===== src/rtl/mc_pkg.sv =====
// Shared definitions for the multicycle control FSM: opcodes, state encoding,
// datapath mux/ALU encodings and the bundled control-output record.
package mc_pkg;

  localparam logic [5:0] OP_RTYPE = 6'h00;
  localparam logic [5:0] OP_J     = 6'h02;
  localparam logic [5:0] OP_JAL   = 6'h03;
  localparam logic [5:0] OP_BEQ   = 6'h04;
  localparam logic [5:0] OP_BNE   = 6'h05;
  localparam logic [5:0] OP_BLE   = 6'h06;
  localparam logic [5:0] OP_BGT   = 6'h07;
  localparam logic [5:0] OP_ADDI  = 6'h08;
  localparam logic [5:0] OP_LW    = 6'h23;
  localparam logic [5:0] OP_SW    = 6'h2B;

  localparam logic [1:0] ALU_ADD   = 2'b00;
  localparam logic [1:0] ALU_SUB   = 2'b01;
  localparam logic [1:0] ALU_FUNCT = 2'b10;

  localparam logic [1:0] PCSRC_ALU    = 2'b00;
  localparam logic [1:0] PCSRC_ALUOUT = 2'b01;
  localparam logic [1:0] PCSRC_JUMP   = 2'b10;
  localparam logic [1:0] PCSRC_EXC    = 2'b11;

  localparam logic [1:0] SRCB_B     = 2'b00;
  localparam logic [1:0] SRCB_FOUR  = 2'b01;
  localparam logic [1:0] SRCB_IMM   = 2'b10;
  localparam logic [1:0] SRCB_IMMSH = 2'b11;

  localparam logic [1:0] REGDST_RT = 2'b00;
  localparam logic [1:0] REGDST_RD = 2'b01;
  localparam logic [1:0] REGDST_RA = 2'b10;

  localparam logic [1:0] M2R_ALUOUT = 2'b00;
  localparam logic [1:0] M2R_MDR    = 2'b01;
  localparam logic [1:0] M2R_PC     = 2'b10;

  typedef enum logic [3:0] {
    S_FETCH, S_DECODE, S_R_EXEC, S_R_WB, S_I_EXEC, S_I_WB, S_MEM_ADDR,
    S_MEM_READ, S_MEM_WB, S_MEM_WRITE, S_BRANCH, S_JUMP, S_EXCEPTION
  } state_t;

  typedef enum logic [2:0] {
    CLS_RTYPE, CLS_ADDI, CLS_LOAD, CLS_STORE, CLS_BRANCH, CLS_JUMP, CLS_ILLEGAL
  } instrClass_t;

  typedef enum logic [1:0] {BR_EQ, BR_NE, BR_GT, BR_LE} brType_t;

  typedef struct packed {
    logic       pcWrite;
    logic       isBeq;
    logic       isBne;
    logic       isBgt;
    logic       isBle;
    logic       irWrite;
    logic       memRead;
    logic       memWrite;
    logic       iord;
    logic       regWrite;
    logic [1:0] regDst;
    logic [1:0] memToReg;
    logic       aluSrcA;
    logic [1:0] aluSrcB;
    logic [1:0] aluOp;
    logic [1:0] pcSource;
    logic       epcWrite;
    logic       causeWrite;
  } ctrl_t;

endpackage


===== src/rtl/mc_opcode_class.sv =====
// Combinational opcode decoder: instruction class for the DECODE transition,
// branch flavour for the isB* qualifiers, and the jal link flag.
module mc_opcode_class
  import mc_pkg::*;
(
  input  logic [5:0]  opcode,
  output instrClass_t instrClass,
  output brType_t     brType,
  output logic        isJal
);

  always_comb begin
    instrClass = CLS_ILLEGAL;
    brType     = BR_EQ;
    isJal      = 1'b0;
    case (opcode)
      OP_RTYPE: instrClass = CLS_RTYPE;
      OP_ADDI:  instrClass = CLS_ADDI;
      OP_LW:    instrClass = CLS_LOAD;
      OP_SW:    instrClass = CLS_STORE;
      OP_BEQ:   begin instrClass = CLS_BRANCH; brType = BR_EQ; end
      OP_BNE:   begin instrClass = CLS_BRANCH; brType = BR_NE; end
      OP_BGT:   begin instrClass = CLS_BRANCH; brType = BR_GT; end
      OP_BLE:   begin instrClass = CLS_BRANCH; brType = BR_LE; end
      OP_J:     instrClass = CLS_JUMP;
      OP_JAL:   begin instrClass = CLS_JUMP; isJal = 1'b1; end
      default:  instrClass = CLS_ILLEGAL;
    endcase
  end

endmodule


===== src/rtl/multicycle_control_fsm.sv =====
// Main control FSM of the multicycle datapath: fetch/decode/execute/memory/
// writeback sequencing, branch qualifiers, memory handshake and exception entry.
module multicycle_control_fsm
  import mc_pkg::*;
#(
  parameter bit EXC_ENABLE = 1'b1
) (
  input  logic       clk,
  input  logic       reset,
  input  logic [5:0] opcode,
  input  logic       mem_ready,
  output logic       pc_write,
  output logic       isBEQ,
  output logic       isBNE,
  output logic       isBGT,
  output logic       isBLE,
  output logic       ir_write,
  output logic       mem_read,
  output logic       mem_write,
  output logic       iord,
  output logic       reg_write,
  output logic [1:0] reg_dst,
  output logic [1:0] mem_to_reg,
  output logic       alu_src_a,
  output logic [1:0] alu_src_b,
  output logic [1:0] alu_op,
  output logic [1:0] pc_source,
  output logic       epc_write,
  output logic       cause_write
);

  state_t      state;
  state_t      nextState;
  logic [5:0]  opcodeQ;
  logic [5:0]  classOp;
  instrClass_t instrClass;
  brType_t     brType;
  logic        isJal;
  ctrl_t       ctrl;
  ctrl_t       ctrlOut;

  // The live IR is only trusted in DECODE; afterwards the latched copy rules.
  assign classOp = (state == S_DECODE) ? opcode : opcodeQ;

  mc_opcode_class uClass (
    .opcode     (classOp),
    .instrClass (instrClass),
    .brType     (brType),
    .isJal      (isJal)
  );

  always_ff @(posedge clk) begin
    if (reset) state <= S_FETCH;
    else       state <= nextState;
  end

  always_ff @(posedge clk) begin
    if (state == S_DECODE) opcodeQ <= opcode;
  end

  always_comb begin
    nextState = S_FETCH;
    case (state)
      S_FETCH:     nextState = mem_ready ? S_DECODE : S_FETCH;
      S_DECODE: begin
        case (instrClass)
          CLS_RTYPE:  nextState = S_R_EXEC;
          CLS_ADDI:   nextState = S_I_EXEC;
          CLS_LOAD,
          CLS_STORE:  nextState = S_MEM_ADDR;
          CLS_BRANCH: nextState = S_BRANCH;
          CLS_JUMP:   nextState = S_JUMP;
          default:    nextState = EXC_ENABLE ? S_EXCEPTION : S_FETCH;
        endcase
      end
      S_R_EXEC:    nextState = S_R_WB;
      S_I_EXEC:    nextState = S_I_WB;
      S_MEM_ADDR:  nextState = (instrClass == CLS_STORE) ? S_MEM_WRITE : S_MEM_READ;
      S_MEM_READ:  nextState = mem_ready ? S_MEM_WB : S_MEM_READ;
      S_MEM_WRITE: nextState = mem_ready ? S_FETCH : S_MEM_WRITE;
      default:     nextState = S_FETCH;
    endcase
  end

  always_comb begin
    ctrl = '0;
    case (state)
      S_FETCH: begin
        ctrl.memRead  = 1'b1;
        ctrl.aluSrcB  = SRCB_FOUR;
        ctrl.aluOp    = ALU_ADD;
        ctrl.pcSource = PCSRC_ALU;
        ctrl.pcWrite  = mem_ready;
        ctrl.irWrite  = mem_ready;
      end
      S_DECODE: begin
        ctrl.aluSrcB = SRCB_IMMSH;
        ctrl.aluOp   = ALU_ADD;
      end
      S_R_EXEC: begin
        ctrl.aluSrcA = 1'b1;
        ctrl.aluSrcB = SRCB_B;
        ctrl.aluOp   = ALU_FUNCT;
      end
      S_R_WB: begin
        ctrl.regWrite = 1'b1;
        ctrl.regDst   = REGDST_RD;
        ctrl.memToReg = M2R_ALUOUT;
      end
      S_I_EXEC, S_MEM_ADDR: begin
        ctrl.aluSrcA = 1'b1;
        ctrl.aluSrcB = SRCB_IMM;
        ctrl.aluOp   = ALU_ADD;
      end
      S_I_WB: begin
        ctrl.regWrite = 1'b1;
        ctrl.regDst   = REGDST_RT;
        ctrl.memToReg = M2R_ALUOUT;
      end
      S_MEM_READ: begin
        ctrl.memRead = 1'b1;
        ctrl.iord    = 1'b1;
      end
      S_MEM_WB: begin
        ctrl.regWrite = 1'b1;
        ctrl.regDst   = REGDST_RT;
        ctrl.memToReg = M2R_MDR;
      end
      S_MEM_WRITE: begin
        ctrl.memWrite = 1'b1;
        ctrl.iord     = 1'b1;
      end
      S_BRANCH: begin
        ctrl.aluSrcA  = 1'b1;
        ctrl.aluSrcB  = SRCB_B;
        ctrl.aluOp    = ALU_SUB;
        ctrl.pcSource = PCSRC_ALUOUT;
        case (brType)
          BR_EQ:   ctrl.isBeq = 1'b1;
          BR_NE:   ctrl.isBne = 1'b1;
          BR_GT:   ctrl.isBgt = 1'b1;
          default: ctrl.isBle = 1'b1;
        endcase
      end
      S_JUMP: begin
        ctrl.pcWrite  = 1'b1;
        ctrl.pcSource = PCSRC_JUMP;
        if (isJal) begin
          ctrl.regWrite = 1'b1;
          ctrl.regDst   = REGDST_RA;
          ctrl.memToReg = M2R_PC;
        end
      end
      S_EXCEPTION: begin
        ctrl.epcWrite   = 1'b1;
        ctrl.causeWrite = 1'b1;
        ctrl.pcWrite    = 1'b1;
        ctrl.pcSource   = PCSRC_EXC;
      end
      default: ctrl = '0;
    endcase
  end

  // Reset silences every output in the same cycle, so no write escapes.
  assign ctrlOut = reset ? '0 : ctrl;

  assign pc_write    = ctrlOut.pcWrite;
  assign isBEQ       = ctrlOut.isBeq;
  assign isBNE       = ctrlOut.isBne;
  assign isBGT       = ctrlOut.isBgt;
  assign isBLE       = ctrlOut.isBle;
  assign ir_write    = ctrlOut.irWrite;
  assign mem_read    = ctrlOut.memRead;
  assign mem_write   = ctrlOut.memWrite;
  assign iord        = ctrlOut.iord;
  assign reg_write   = ctrlOut.regWrite;
  assign reg_dst     = ctrlOut.regDst;
  assign mem_to_reg  = ctrlOut.memToReg;
  assign alu_src_a   = ctrlOut.aluSrcA;
  assign alu_src_b   = ctrlOut.aluSrcB;
  assign alu_op      = ctrlOut.aluOp;
  assign pc_source   = ctrlOut.pcSource;
  assign epc_write   = ctrlOut.epcWrite;
  assign cause_write = ctrlOut.causeWrite;

endmodule

===== config.mk =====
export PLATFORM = sky130hd
export DESIGN_NAME = multicycle_control_fsm
export DESIGN_NICKNAME = d
export VERILOG_FILES = /design/src/rtl/mc_pkg.sv /design/src/rtl/mc_opcode_class.sv /design/src/rtl/multicycle_control_fsm.sv
export SDC_FILE = /design/constraint.sdc
export NUM_CORES = 1
export LEC_CHECK = 0
export CORE_MARGIN = 3
export CORE_UTILIZATION = 49
export DETAILED_ROUTE_END_ITERATION = 8
export PLACE_DENSITY = 0.87
export SYNTH_ARGS = -nofsm -noshare
export SYNTH_HDL_FRONTEND = slang
export SYNTH_HIERARCHICAL = 1
export SYNTH_SLANG_ARGS = --single-unit

===== constraint.sdc =====
create_clock -name clk -period 4.3 [get_ports clk]
set_input_delay 0.43 -clock clk [delete_from_list [all_inputs] [get_ports clk]]
set_output_delay 0.43 -clock clk [all_outputs]
set_load 0.1 [all_outputs]

# After elaboration in Yosys (flattened, before gate mapping)
# Cells that the tools add are included.
[totals] register_bits=10 in_bits=9 out_inout_bits=23
[classes] eq_ne=28 n_mux=27 n_reduce_logical=13
[ops] cell="case mux 4 bit (5 select lines)" n=2
[ops] cell="case mux 4 bit (7 select lines)" n=1
[ops] cell="equality test 6 x 3 -> 1 bit, second input constant" n=4
[ops] cell="two-way mux 23 bit" n=1
[ops] cell="equality test 4 bit, second input constant" n=5
[ops] cell="case mux 5 bit (4 select lines)" n=1
[ops] cell="case mux 3 bit (6 select lines)" n=1
[ops] cell="equality test 4 x 3 -> 1 bit, second input constant" n=4
[ops] cell="two-way mux 4 bit" n=4
[ops] cell="equality test 6 x 2 -> 1 bit, second input constant" n=2
[ops] cell="equality test 6 bit, second input constant" n=2
[ops] cell="case mux 2 bit (3 select lines)" n=2
[ops] cell="OR reduction 2 bit" n=6
[ops] cell="two-way mux 1 bit" n=11
[ops] cell="equality test 4 x 2 -> 1 bit, second input constant" n=2
[ops] cell="OR reduction 4 bit" n=2
[ops] cell="equality test 3 x 2 -> 1 bit, second input constant" n=2
[ops] cell="equality test 3 bit, second input constant" n=2
[ops] cell="equality test 6 x 4 -> 1 bit, second input constant" n=1
[ops] cell="logical NOT 6 bit" n=1
[ops] cell="two-way mux 6 bit" n=1
[ops] cell="two-way mux 5 bit" n=1
[ops] cell="equality test 4 x 1 -> 1 bit, second input constant" n=1
[ops] cell="logical NOT 4 bit" n=1
[ops] cell="8 further kinds" n=8

# Logic depth before layout (Yosys ltp)
[depth] word_depth=9 ltp_mapped=9 depth_no_buf=7

# Modules after synthesis
# Netlist, hierarchy kept.
[by_module_without_submodules] module="multicycle_control_fsm" n_inst=1 cells_per_inst=99 area_each_um2=840.8
[by_module_without_submodules] module="mc_opcode_class" n_inst=1 cells_per_inst=18 area_each_um2=133.9

# Worst setup path after synthesis
# Ideal clock, no wire load.
[synth_path] path_kind="register to output" startpoint="reg state[3]" endpoint="out alu_src_a" t_arrival_ns=5.371 t_required_ns=3.870 setup_slack_ns=-1.501 path_stages_with_launch=4 cell_sequence="dfxtp_1 > clkbuf_1 > buf_2 > a2111oi_0"
[synth_between] elab_chain_len=4
[synth_rtl] element="start, declared" line="multicycle_control_fsm.sv:32" source="state_t state;"
[synth_rtl] element="start signal, assigned" line="multicycle_control_fsm.sv:54" source="else state <= nextState;"
[synth_rtl] element="equality test 4 bit (tied with other cells)" line="multicycle_control_fsm.sv:87" source="case (state)"
[synth_rtl] element="OR reduction 4 bit (no source line) (*)"
[synth_rtl] element="two-way mux 1 bit (*)" line="multicycle_control_fsm.sv:87"
[synth_rtl] element="two-way mux 23 bit (*)" line="multicycle_control_fsm.sv:165" source="assign ctrlOut = reset ? '0 : ctrl;"
[synth_rtl] element="end, declared" line="multicycle_control_fsm.sv:24" source="output logic alu_src_a,"
# Every way passes the cells marked *; elsewhere a longest branch is shown, timed or not.

# Worst setup path in the final report
[layout_path] startpoint="reg state[1]" endpoint="out reg_write"
[layout_between] elab_chain_len=7
[layout_rtl] element="equality test 4 x 1 -> 1 bit" line="multicycle_control_fsm.sv:43" source="assign classOp = (state == S_DECODE) ? opcode : opcodeQ;"
[layout_rtl] element="two-way mux 6 bit"
[layout_rtl] element="via classOp[3]" line="multicycle_control_fsm.sv:35" source="logic [5:0] classOp;"
[layout_rtl] element="equality test 6 x 2 -> 1 bit" line="mc_opcode_class.sv:16" source="case (opcode)"
[layout_rtl] element="two-way mux 1 bit" line="mc_opcode_class.sv:16"
[layout_rtl] element="via isJal" line="multicycle_control_fsm.sv:38" source="logic isJal;"
[layout_rtl] element="two-way mux 5 bit" line="multicycle_control_fsm.sv:148" source="if (isJal) begin"
[layout_rtl] element="case mux 5 bit (4 select lines)" line="multicycle_control_fsm.sv:87"
[layout_rtl] element="two-way mux 23 bit" line="multicycle_control_fsm.sv:165"
[layout_rtl] element="end, declared" line="multicycle_control_fsm.sv:21" source="output logic reg_write,"
# The timed path passes the listed nets, and every way through them passes these cells.

==> reports/metrics.yaml <==
worstMarginPinSlew_ps: 971
hpwlAfterDp_um: 1730
cts_tree: "yes"
synth.net_count: 126
cts_max_level: 1
fin_util_pct: 70.2
cts-buffers-inserted: 3
route.detailed.drc: 0
rsz0062_at_grt: "false"
drive_above_1_share_pct: 30.3
num_rows: 15
status: "complete, no violations"
port_buffers: 31
drt_iter0_markers: 18
die_area_um2: 2560
grt_pass1_vias: 858
synth_seq_cells: 10
hp-class: "flip-flop to flip-flop"
syn_area_per_cell_um2: 8.33
finalSetupViolations: 0
end_kind: "output port"
ctsResizeCount: 0
async_reset_ff_share_pct: 0
overflow: 0
critPathArrivalTime_ps: 3210
ant_nets: 0
fmax_mhz: 275
clkTransAtPathRegs_ps: 70
syn_inst: 117
grt_max_degree: 26
start_util_pct: 54.1
grt_pass1_wl_um: 3950
maxSlewViolCount: 0
finalNonFillerCells: 167
skew_ps: 1.48
period_minus_slack_ps: 3640
path_class: "flip-flop to output port"
dr.pass1.iters: 4
drt-vias-per-instance: 5.83
root_buffer: "clkbuf_4"
wl_um: 2310
grt_usage_pct: 19.1
cts.sink_count: 10
cts.path.max_buffers: 2
finalHoldViolations: 0
vias: 974
cap_viol_max_count: 0
dieHeight_um: 50.6
cts-hold-fix-buffers: 0
crit_fanout: 18
post_cts_buffers: 0
synth-seq-area-share_pct: 20.5
wl_per_cell_um: 13.8
fin_crit_sh_pct: 84.7
crit_required_ps: 3870
syn_area_um2: 975
gp_congestion: 0.774
clock_latency_ps: 260
start_kind: "flip-flop"
final_nets: 153
fp.dieW_um: 50.6
placed_cells: 164
antenna_cells: 0
synth_ff_type: "dfxtp_1"
yosys_warnings: 6
synth.distinct_cells: 49
synth-edff-count: 0
antenna_found_initial: 0
maxSlewHeadroom_pct: 35.1
top_level_ports: 32
area_growth_pct: 29.8
core_um2: 1800
==> synth_stat cells, types with 2 or more instances <==
cell type,number,area (um2)
a311oi_1,3,26.3
nor2b_1,2,12.5
a211oi_1,2,15.0
nor3b_1,4,30.0
buf_4,2,15.0
and3_1,3,18.8
nor3_1,9,45.0
a21oi_1,3,15.0
or3_1,3,18.8
nor2_1,6,22.5
nor4bb_1,2,20.0
nand3_1,2,10.0
buf_6,2,22.5
o21ai_0,2,10.0
nand2_1,4,15.0
a211o_1,2,17.5
clkbuf_1,3,11.3
mux2_2,6,67.6
and3_2,2,15.0
dfxtp_1,10,200
buf_2,5,25.0
nand2b_1,5,31.3
inv_1,4,15.0
nand3b_1,3,22.5
nor4_1,2,12.5
and3b_1,3,26.3
==> sequential cells by signal (all words and copies together), names as in the netlist <==
| name | count |
|---|---|
| opcodeQ | 6 |
| state | 4 |
==> worst max-delay path, cell delays in order, from the launching register on <==
cell and delay [ps]:
dfxtp_1 510, nor4b_4 630, mux2_2 450, nor3_1 290, and4b_1 230, inv_1 60, a211o_1 300, a21oi_1 150
buf_4 320
==> per-layer routing <==
metal / GRT usage [%] / vias up / share of wire, %
li1: - / 496 / -
met1: 24.4 / 440 / 44
met2: 34.1 / 38 / 49
met3: 2.08 / 0 / 6.5
met4: 4.04 / 0 / 0
met5: 0 / - / 0
==> cell usage in the layout (no fill, tap or decap), drive strengths merged, types with 3 or more instances in the layout <==
cell type,Yosys,routed
nor4b,3,3
a311oi,4,4
o21ai,3,3
and3,5,5
nor2,6,6
dfxtp,10,10
clkbuf,3,3
or3,3,3
a21oi,3,3
and3b,3,3
nand2b,5,5
nor3b,4,4
nand3b,3,3
mux2,6,6
buf,9,21
nor3,9,9
nand2,4,4
inv,5,5
clkdlybuf4s50,0,13
==> path summary, 6_finish.rpt <==
| path | slack, ps | startpoint | endpoint | cells after the start |
|---|---|---|---|---|
| worst min-delay path | 520 | opcodeQ[4]$_DFF_P_ | opcodeQ[4]$_DFF_P_ | 1 |
| worst max-delay path | 660 | state[1]$_SDFF_PP0_ | reg_write | 8 |
| worst max register to register | 1180 | state[1]$_SDFF_PP0_ | state[0]$_SDFF_PP0_ | 7 |
| worst min register to register | 520 | opcodeQ[4]$_DFF_P_ | opcodeQ[4]$_DFF_P_ | 1 |
==> area by class of cell <==
| cell class | count | area (um2) |
|---|---|---|
| multi-input combinational | 90 | 704 |
| fill | 161 | 537 |
| timing repair buffer | 34 | 288 |
| sequential | 10 | 200 |
| tap | 25 | 31.3 |
| clock buffer | 3 | 22.5 |
| inverter | 5 | 18.8 |
==> through the flow <==
stage                     hold slack [ps]  instance area, um2  worst slack [ps]  TNS (ps)
after floorplan                       464                 997              -146      -146
after global placement                492                1240              1050         0
after detailed placement              497                1240               948         0
after CTS                             513                1260               666         0
after global routing                  533                1260               465         0
final                                 515                1260               658         0
==> logic make-up (layout without fill, tap and decap cells) <==
kind of cell	count (synthesis)	after routing	synth area share, %
simple gates	58	58	40.8
compound gates	23	23	19.4
buf+inv	17	42	9.50
flops	10	10	20.5
mux	7	7	7.96
xor+xnor	2	2	1.80
Power is left out: the tool's default activity adds up to more than one toggle a clock period on the data nets, which glitch-free logic cannot reach.
